--- config.mk ---
export PLATFORM = sky130hd
export DESIGN_NAME = r5p_htif_flat
export DESIGN_NICKNAME = d
export VERILOG_FILES = /design/src/rtl/r5p_htif_if.sv /design/src/rtl/r5p_htif.sv /design/src/flat_wrapper.sv
export SDC_FILE = /design/constraint.sdc
export NUM_CORES = 1
export LEC_CHECK = 0
export BUFFER_PORTS_ARGS = -buffer_cell sky130_fd_sc_hd__clkbuf_2
export CORE_MARGIN = 2
export CORE_UTILIZATION = 40
export CTS_BUF_LIST = sky130_fd_sc_hd__clkbuf_8
export CTS_CLUSTER_SIZE = 16
export DETAILED_ROUTE_END_ITERATION = 7
export PLACE_DENSITY = 0.74
export SYNTH_ARGS = -nofsm -noshare
export SYNTH_HDL_FRONTEND = slang
export SYNTH_SLANG_ARGS = --single-unit
--- constraint.sdc ---
create_clock -name clk -period 2.4 [get_ports clk]
set_input_delay 0.48 -clock clk [delete_from_list [all_inputs] [get_ports clk]]
set_output_delay 0.48 -clock clk [all_outputs]
set_load 0.005 [all_outputs]
--- src/rtl/r5p_htif_if.sv ---
// TCB load/store bus: single-beat request, read data returned one cycle after the transfer.
interface tcb_if;
    typedef struct packed {
        logic        wen;
        logic [31:0] adr;
        logic [3:0]  ben;
        logic [31:0] wdt;
    } req_t;

    typedef struct packed {
        logic [31:0] rdt;
    } rsp_t;

    logic vld;
    logic rdy;
    req_t req;
    rsp_t rsp;

    modport man (output vld, output req, input rdy, input rsp);
    modport sub (input vld, input req, output rdy, output rsp);
endinterface

--- src/rtl/r5p_htif.sv ---
// HTIF responder: tohost/fromhost register pair on TCB, executing exit and console commands.
//
// state | meaning
// IDLE  | waiting for a tohost high-word write
// EXEC  | decoding device/command of tohost
// PUTC  | presenting a character to the console sink
// GETC  | requesting a character from the console source
// RESP  | waiting for fromhost to be free, then posting the response
// HALT  | exit command received; terminal until reset
module r5p_htif #(
    parameter logic [31:0] ADR_TOH = 32'h8000_1000,
    parameter logic [31:0] ADR_FRH = 32'h8000_1040
)(
    input  logic        clk,
    input  logic        rst,
    tcb_if.sub          tcb,
    output logic        con_tx_vld,
    input  logic        con_tx_rdy,
    output logic [7:0]  con_tx_dat,
    input  logic        con_rx_vld,
    output logic        con_rx_rdy,
    input  logic [7:0]  con_rx_dat,
    output logic        halt,
    output logic [30:0] exit_code,
    output logic        bsy,
    output logic        err
);

    typedef enum logic [2:0] {
        ST_IDLE,
        ST_EXEC,
        ST_PUTC,
        ST_GETC,
        ST_RESP,
        ST_HALT
    } state_t;

    state_t      state_q, state_d;
    logic [63:0] toh_q, toh_d;
    logic [63:0] frh_q, frh_d;
    logic [63:0] rsp_q, rsp_d;
    logic [7:0]  chr_q, chr_d;
    logic [30:0] exit_q, exit_d;
    logic        err_q, err_d;
    logic [31:0] rdt_q, rdt_d;

    logic        trn;
    logic        hit_toh;
    logic        hit_frh;
    logic        hi;
    logic        wr_toh;
    logic        wr_frh;
    logic        rd;
    logic [7:0]  dev;
    logic [7:0]  cmd;
    logic        unused_adr;

    function automatic logic [31:0] merge(input logic [31:0] old,
                                          input logic [31:0] wdt,
                                          input logic [3:0]  ben);
        logic [31:0] res;
        res = old;
        for (int i = 0; i < 4; i++) begin
            if (ben[i]) res[i*8 +: 8] = wdt[i*8 +: 8];
        end
        return res;
    endfunction

    assign unused_adr = ^tcb.req.adr[1:0];

    assign trn     = tcb.vld & ~rst;
    assign hit_toh = (tcb.req.adr[31:3] == ADR_TOH[31:3]);
    assign hit_frh = (tcb.req.adr[31:3] == ADR_FRH[31:3]);
    assign hi      = tcb.req.adr[2];
    assign wr_toh  = trn &  tcb.req.wen & hit_toh;
    assign wr_frh  = trn &  tcb.req.wen & hit_frh;
    assign rd      = trn & ~tcb.req.wen;
    assign dev     = toh_q[63:56];
    assign cmd     = toh_q[55:48];

    always_comb begin
        state_d = state_q;
        toh_d   = toh_q;
        frh_d   = frh_q;
        rsp_d   = rsp_q;
        chr_d   = chr_q;
        exit_d  = exit_q;
        err_d   = err_q;
        rdt_d   = 32'd0;

        // reads see register contents from before this edge's updates
        if (rd) begin
            if (hit_toh)      rdt_d = hi ? toh_q[63:32] : toh_q[31:0];
            else if (hit_frh) rdt_d = hi ? frh_q[63:32] : frh_q[31:0];
        end

        if (wr_frh) begin
            if (hi) frh_d[63:32] = merge(frh_q[63:32], tcb.req.wdt, tcb.req.ben);
            else    frh_d[31:0]  = merge(frh_q[31:0],  tcb.req.wdt, tcb.req.ben);
        end

        if (wr_toh) begin
            if (state_q != ST_IDLE) begin
                err_d = 1'b1;
            end else if (hi) begin
                toh_d[63:32] = merge(toh_q[63:32], tcb.req.wdt, tcb.req.ben);
                state_d      = ST_EXEC;
            end else begin
                toh_d[31:0]  = merge(toh_q[31:0], tcb.req.wdt, tcb.req.ben);
            end
        end

        case (state_q)
            ST_EXEC: begin
                if (dev == 8'd0 && cmd == 8'd0 && toh_q[0]) begin
                    exit_d  = toh_q[31:1];
                    state_d = ST_HALT;
                end else if (dev == 8'd1 && cmd == 8'd1) begin
                    chr_d   = toh_q[7:0];
                    state_d = ST_PUTC;
                end else if (dev == 8'd1 && cmd == 8'd0) begin
                    state_d = ST_GETC;
                end else begin
                    err_d   = 1'b1;
                    toh_d   = 64'd0;
                    state_d = ST_IDLE;
                end
            end
            ST_PUTC: begin
                if (con_tx_rdy) begin
                    toh_d   = 64'd0;
                    rsp_d   = {8'd1, 8'd1, 48'd0};
                    state_d = ST_RESP;
                end
            end
            ST_GETC: begin
                if (con_rx_vld) begin
                    toh_d   = 64'd0;
                    rsp_d   = {8'd1, 8'd0, 40'd0, con_rx_dat};
                    state_d = ST_RESP;
                end
            end
            ST_RESP: begin
                // a same-cycle software write to fromhost takes precedence
                if (frh_q == 64'd0 && !wr_frh) begin
                    frh_d   = rsp_q;
                    state_d = ST_IDLE;
                end
            end
            default: ;
        endcase
    end

    always_ff @(posedge clk) begin
        if (rst) begin
            state_q <= ST_IDLE;
            toh_q   <= 64'd0;
            frh_q   <= 64'd0;
            rsp_q   <= 64'd0;
            chr_q   <= 8'd0;
            exit_q  <= 31'd0;
            err_q   <= 1'b0;
            rdt_q   <= 32'd0;
        end else begin
            state_q <= state_d;
            toh_q   <= toh_d;
            frh_q   <= frh_d;
            rsp_q   <= rsp_d;
            chr_q   <= chr_d;
            exit_q  <= exit_d;
            err_q   <= err_d;
            rdt_q   <= rdt_d;
        end
    end

    assign tcb.rdy     = 1'b1;
    assign tcb.rsp.rdt = rdt_q;
    assign con_tx_vld  = (state_q == ST_PUTC);
    assign con_tx_dat  = con_tx_vld ? chr_q : 8'd0;
    assign con_rx_rdy  = (state_q == ST_GETC);
    assign halt        = (state_q == ST_HALT);
    assign exit_code   = exit_q;
    assign bsy         = (state_q != ST_IDLE);
    assign err         = err_q;

endmodule
--- src/flat_wrapper.sv ---
// flat-port wrapper written by rule: the top's interface ports become plain ports
module r5p_htif_flat 
#(
    parameter logic [31:0] ADR_TOH = 32'h8000_1000,
    parameter logic [31:0] ADR_FRH = 32'h8000_1040
)
  (clk, rst, con_tx_vld, con_tx_rdy, con_tx_dat, con_rx_vld, con_rx_rdy, con_rx_dat, halt, exit_code, bsy, err, tcb_vld, tcb_req, tcb_rdy, tcb_rsp);
  tcb_if tcb_i ();
  input  logic clk;
  input  logic rst;
  output logic con_tx_vld;
  input  logic con_tx_rdy;
  output logic [7:0] con_tx_dat;
  input  logic con_rx_vld;
  output logic con_rx_rdy;
  input  logic [7:0] con_rx_dat;
  output logic halt;
  output logic [30:0] exit_code;
  output logic bsy;
  output logic err;
  input wire logic [$bits(tcb_i.vld)-1:0] tcb_vld;
  input wire logic [$bits(tcb_i.req)-1:0] tcb_req;
  output wire logic [$bits(tcb_i.rdy)-1:0] tcb_rdy;
  output wire logic [$bits(tcb_i.rsp)-1:0] tcb_rsp;
  assign tcb_i.vld = tcb_vld;
  assign tcb_i.req = tcb_req;
  assign tcb_rdy = tcb_i.rdy;
  assign tcb_rsp = tcb_i.rsp;
  r5p_htif #(.ADR_TOH(ADR_TOH), .ADR_FRH(ADR_FRH)) u_core (.clk(clk), .rst(rst), .tcb(tcb_i), .con_tx_vld(con_tx_vld), .con_tx_rdy(con_tx_rdy), .con_tx_dat(con_tx_dat), .con_rx_vld(con_rx_vld), .con_rx_rdy(con_rx_rdy), .con_rx_dat(con_rx_dat), .halt(halt), .exit_code(exit_code), .bsy(bsy), .err(err));
endmodule
==> impl_metrics.env <==
export IMPL_vdd_ir_drop_max_mv=0.435
export IMPL_setup_viol_count_final=0
export IMPL_tightest_slew_ns=0.614
export IMPL_grt_usage=0.202
export IMPL_hold_path_class="in -> reg"
export IMPL_yosys_warnings=0
export IMPL_start_util=0.404
export IMPL_worstPathRequired_ns=2.80
export IMPL_tritoncts="yes"
export IMPL_finalNetCount=1173
export IMPL_syn_inst=901
export IMPL_drc=0
export IMPL_cp_start_kind="flip-flop"
export IMPL_wl_met3_um=1040
export IMPL_seq_area_mm2=0.00426
export IMPL_ys_top_cells_by_count="232 x mux2i_1, 213 x dfxtp_1, 166 x nor2_1, 40 x and2_1, 40 x clkbuf_1"
export IMPL_place_congestion=0.838
export IMPL_powerDensity_mw_per_mm2=605
export IMPL_synth_area_mm2=0.00909
export IMPL_synth_most_common_cell="mux2i_1"
export IMPL_grt_pass1_wl_um=39000
export IMPL_clock_skew_ns=0.0250
export IMPL_finalHoldViolations=0
export IMPL_hpwl_um=17300
export IMPL_num_io_pins=159
export IMPL_grt_pass1_vias=7462
export IMPL_p_total_mw=6.86
export IMPL_clock_sinks=213
export IMPL_drv_cap=0
export IMPL_setup_tns_ns=0
export IMPL_slew_headroom=0.589
export IMPL_dr_wl_met2_um=11800
export IMPL_max_freq_mhz=434
export IMPL_wl_per_cell_um=17.3
export IMPL_synth_ff_type="dfxtp_1"
export IMPL_core_mm2=0.0225
export IMPL_final_antenna_net_count=0
export IMPL_finalCoreUtilization=0.504
export IMPL_synth_area_leader_cell="dfxtp_1"
export IMPL_synth_cell_type_count=47
export IMPL_seq_area_frac_synth=0.469
export IMPL_clockBufferDepth=3
export IMPL_fill_cells=2069
export IMPL_critical_path_max_fanout=30
export IMPL_cts_max_level=2
export IMPL_fp_dieArea_mm2=0.0239
export IMPL_avgSynthCellArea_um2=10.1
export IMPL_swShare=0.232
export IMPL_viasPerCell=5.23
export IMPL_cts_setup_buffers=0
export IMPL_cp_end_kind="flip-flop"
export IMPL_clkTransAtPathRegs_ns=0.06
export IMPL_met1_length_um=10900
export IMPL_seqPwrFrac=0.516
export IMPL_p_int_mw=5.27
export IMPL_combPwrFrac=0.041
export IMPL_antenna_found_initial=0
export IMPL_cts_made_buffers=36
export IMPL_top_layer_used="met4"
export IMPL_syn_nets=983
export IMPL_clkPwrFrac=0.444
export IMPL_io_buffers=155
export IMPL_drive_gt1_frac=0.260
export IMPL_ys_ff_latch=213
export IMPL_drtIter0Drc=390
export IMPL_drt_pass1_iterations=5
export IMPL_die_h_um=155
export IMPL_drt_total_wl_um=24200
export IMPL_cts_root_buf="clkbuf_8"
export IMPL_multi_input_area_mm2=0.00459
export IMPL_synth_top_area_frac=0.469
export IMPL_rows=55
export IMPL_arrival_ns=2.70
export IMPL_slew_violations=0
export IMPL_clock_latency_ns=0.53
export IMPL_synth_area_leaders="dfxtp_1 47%, mux2i_1 26%, nor2_1 6.9%, and2_1 2.8%, nor4_4 2.3%"
export IMPL_p_sw_mw=1.59
export IMPL_final_min_clock_period_ns=2.30
export IMPL_crit_type="reg -> reg"
export IMPL_grt_start_max_net_pins=55
export IMPL_area_growth_pct=24.7
export IMPL_num_antenna_cells=0
export IMPL_num_vias=7330
export IMPL_overflow=0
export IMPL_synth_edf_count=0
export IMPL_die_x_um=155
export IMPL_status="completed"
export IMPL_holdWs_ns=0.202
export IMPL_p_leak_nw=5.07
export IMPL_grt_setup_unrepaired="false"
export IMPL_period_share=0.959
export IMPL_synth_async_reset_ratio=0
==> routing by layer <==
metal / global-route usage / vias to the layer above
li1: - / 3583
met5: 0 / -
met2: 0.351 / 182
met1: 0.258 / 3521
met4: 0.0591 / 0
met3: 0.0333 / 44
==> worst paths after layout <==
path / start / end / slack [ns] / cells after the start
max: u_core.frh_q[25] / u_core.frh_q[29] / 0.1 / 8
min: con_rx_dat[6] / u_core.rsp_q[6] / 0.20 / 3
max reg2reg: u_core.frh_q[25] / u_core.frh_q[29] / 0.1 / 8
min reg2reg: u_core.rsp_q[3] / u_core.rsp_q[3] / 0.46 / 2
==> sequential cells by signal, summed over array words and instances (netlist names) <==
register,flops
u_core.err,1
u_core.exit_code,31
u_core.frh_q,64
u_core.rsp_q,10
u_core.toh_q,64
u_core.tcb.rsp,32
u_core.state_q,3
u_core.chr_q,8
==> layout make-up <==
| class | count | area share |
|---|---|---|
| clock inverter | 21 | 0.00784 |
| inverter | 8 | 0.00265 |
| tap | 285 | 0.0315 |
| timing repair buffer | 211 | 0.125 |
| multi-input combinational | 621 | 0.405 |
| clock buffer | 43 | 0.0522 |
| sequential | 213 | 0.376 |
==> logic make-up after synthesis <==
group | share of synthesized area
AO/OA/AOI/OAI | 0.0515
XOR/XNOR | 0.000964
flip-flops | 0.469
other | 0.000413
multiplexers | 0.256
AND/OR/NAND/NOR | 0.188
buffers and inverters | 0.0341
==> power groups by stage <==
| stage | registers (mW) | clock network, mW | logic, mW |
|---|---|---|---|
| finish | 3.54 | 3.04 | 0.279 |
| global placement | 3.61 | 0 | 0.274 |
| floorplan | 3.61 | 0 | 0.136 |
| detailed placement | 3.61 | 0 | 0.277 |
| global route | 3.53 | 3.26 | 0.299 |
| CTS | 3.54 | 3.11 | 0.279 |
==> placed cells by master (no fill, tap or decap), types with 3 or more instances in the layout <==
master,netlist,routed
a21oi_1,22,22
and2_1,40,40
buf_12,0,17
buf_4,2,40
clkbuf_2,1,154
clkbuf_8,0,43
dfxtp_1,213,213
inv_1,8,25
mux2i_1,232,232
nand2_1,13,13
nand3_1,15,14
nand3b_1,5,5
nand4_1,7,7
nand4_2,4,4
nand4b_1,4,4
nor2_1,166,165
nor3_1,4,4
nor4_1,27,22
nor4_2,1,4
nor4_4,10,12
o22ai_1,32,32
o31ai_1,10,9
or4_1,4,3
==> per-stage QoR <==
step | worst slack, ns | cell area [um2] | std cells
final | 0.0981 | 11300 | 1402
after global routing | 0.0180 | 11300 | 1402
after CTS | 0.0276 | 11300 | 1402
after detailed placement | -0.0543 | 10600 | 1338
after global placement | -0.0274 | 10600 | 1338
after floorplan | 0.00267 | 9090 | 901
==> worst max-delay path: stages, from the launching register on <==
cell     delay (ns)
dfxtp_1        0.35
nor4_4         0.32
buf_4          0.15
nand4_1        0.11
or4_4          0.55
buf_4          0.20
o21ai_4        0.22
buf_12         0.21
nor2_1         0.07
==> what timing repair did <==
| item | CTS | global route |
|---|---|---|
| setup endpoints to repair | 15 | 59 |
| resized for setup | 3 | 7 |
| hold buffers | 0 | 0 |
(Power assumes the default switching activity.)
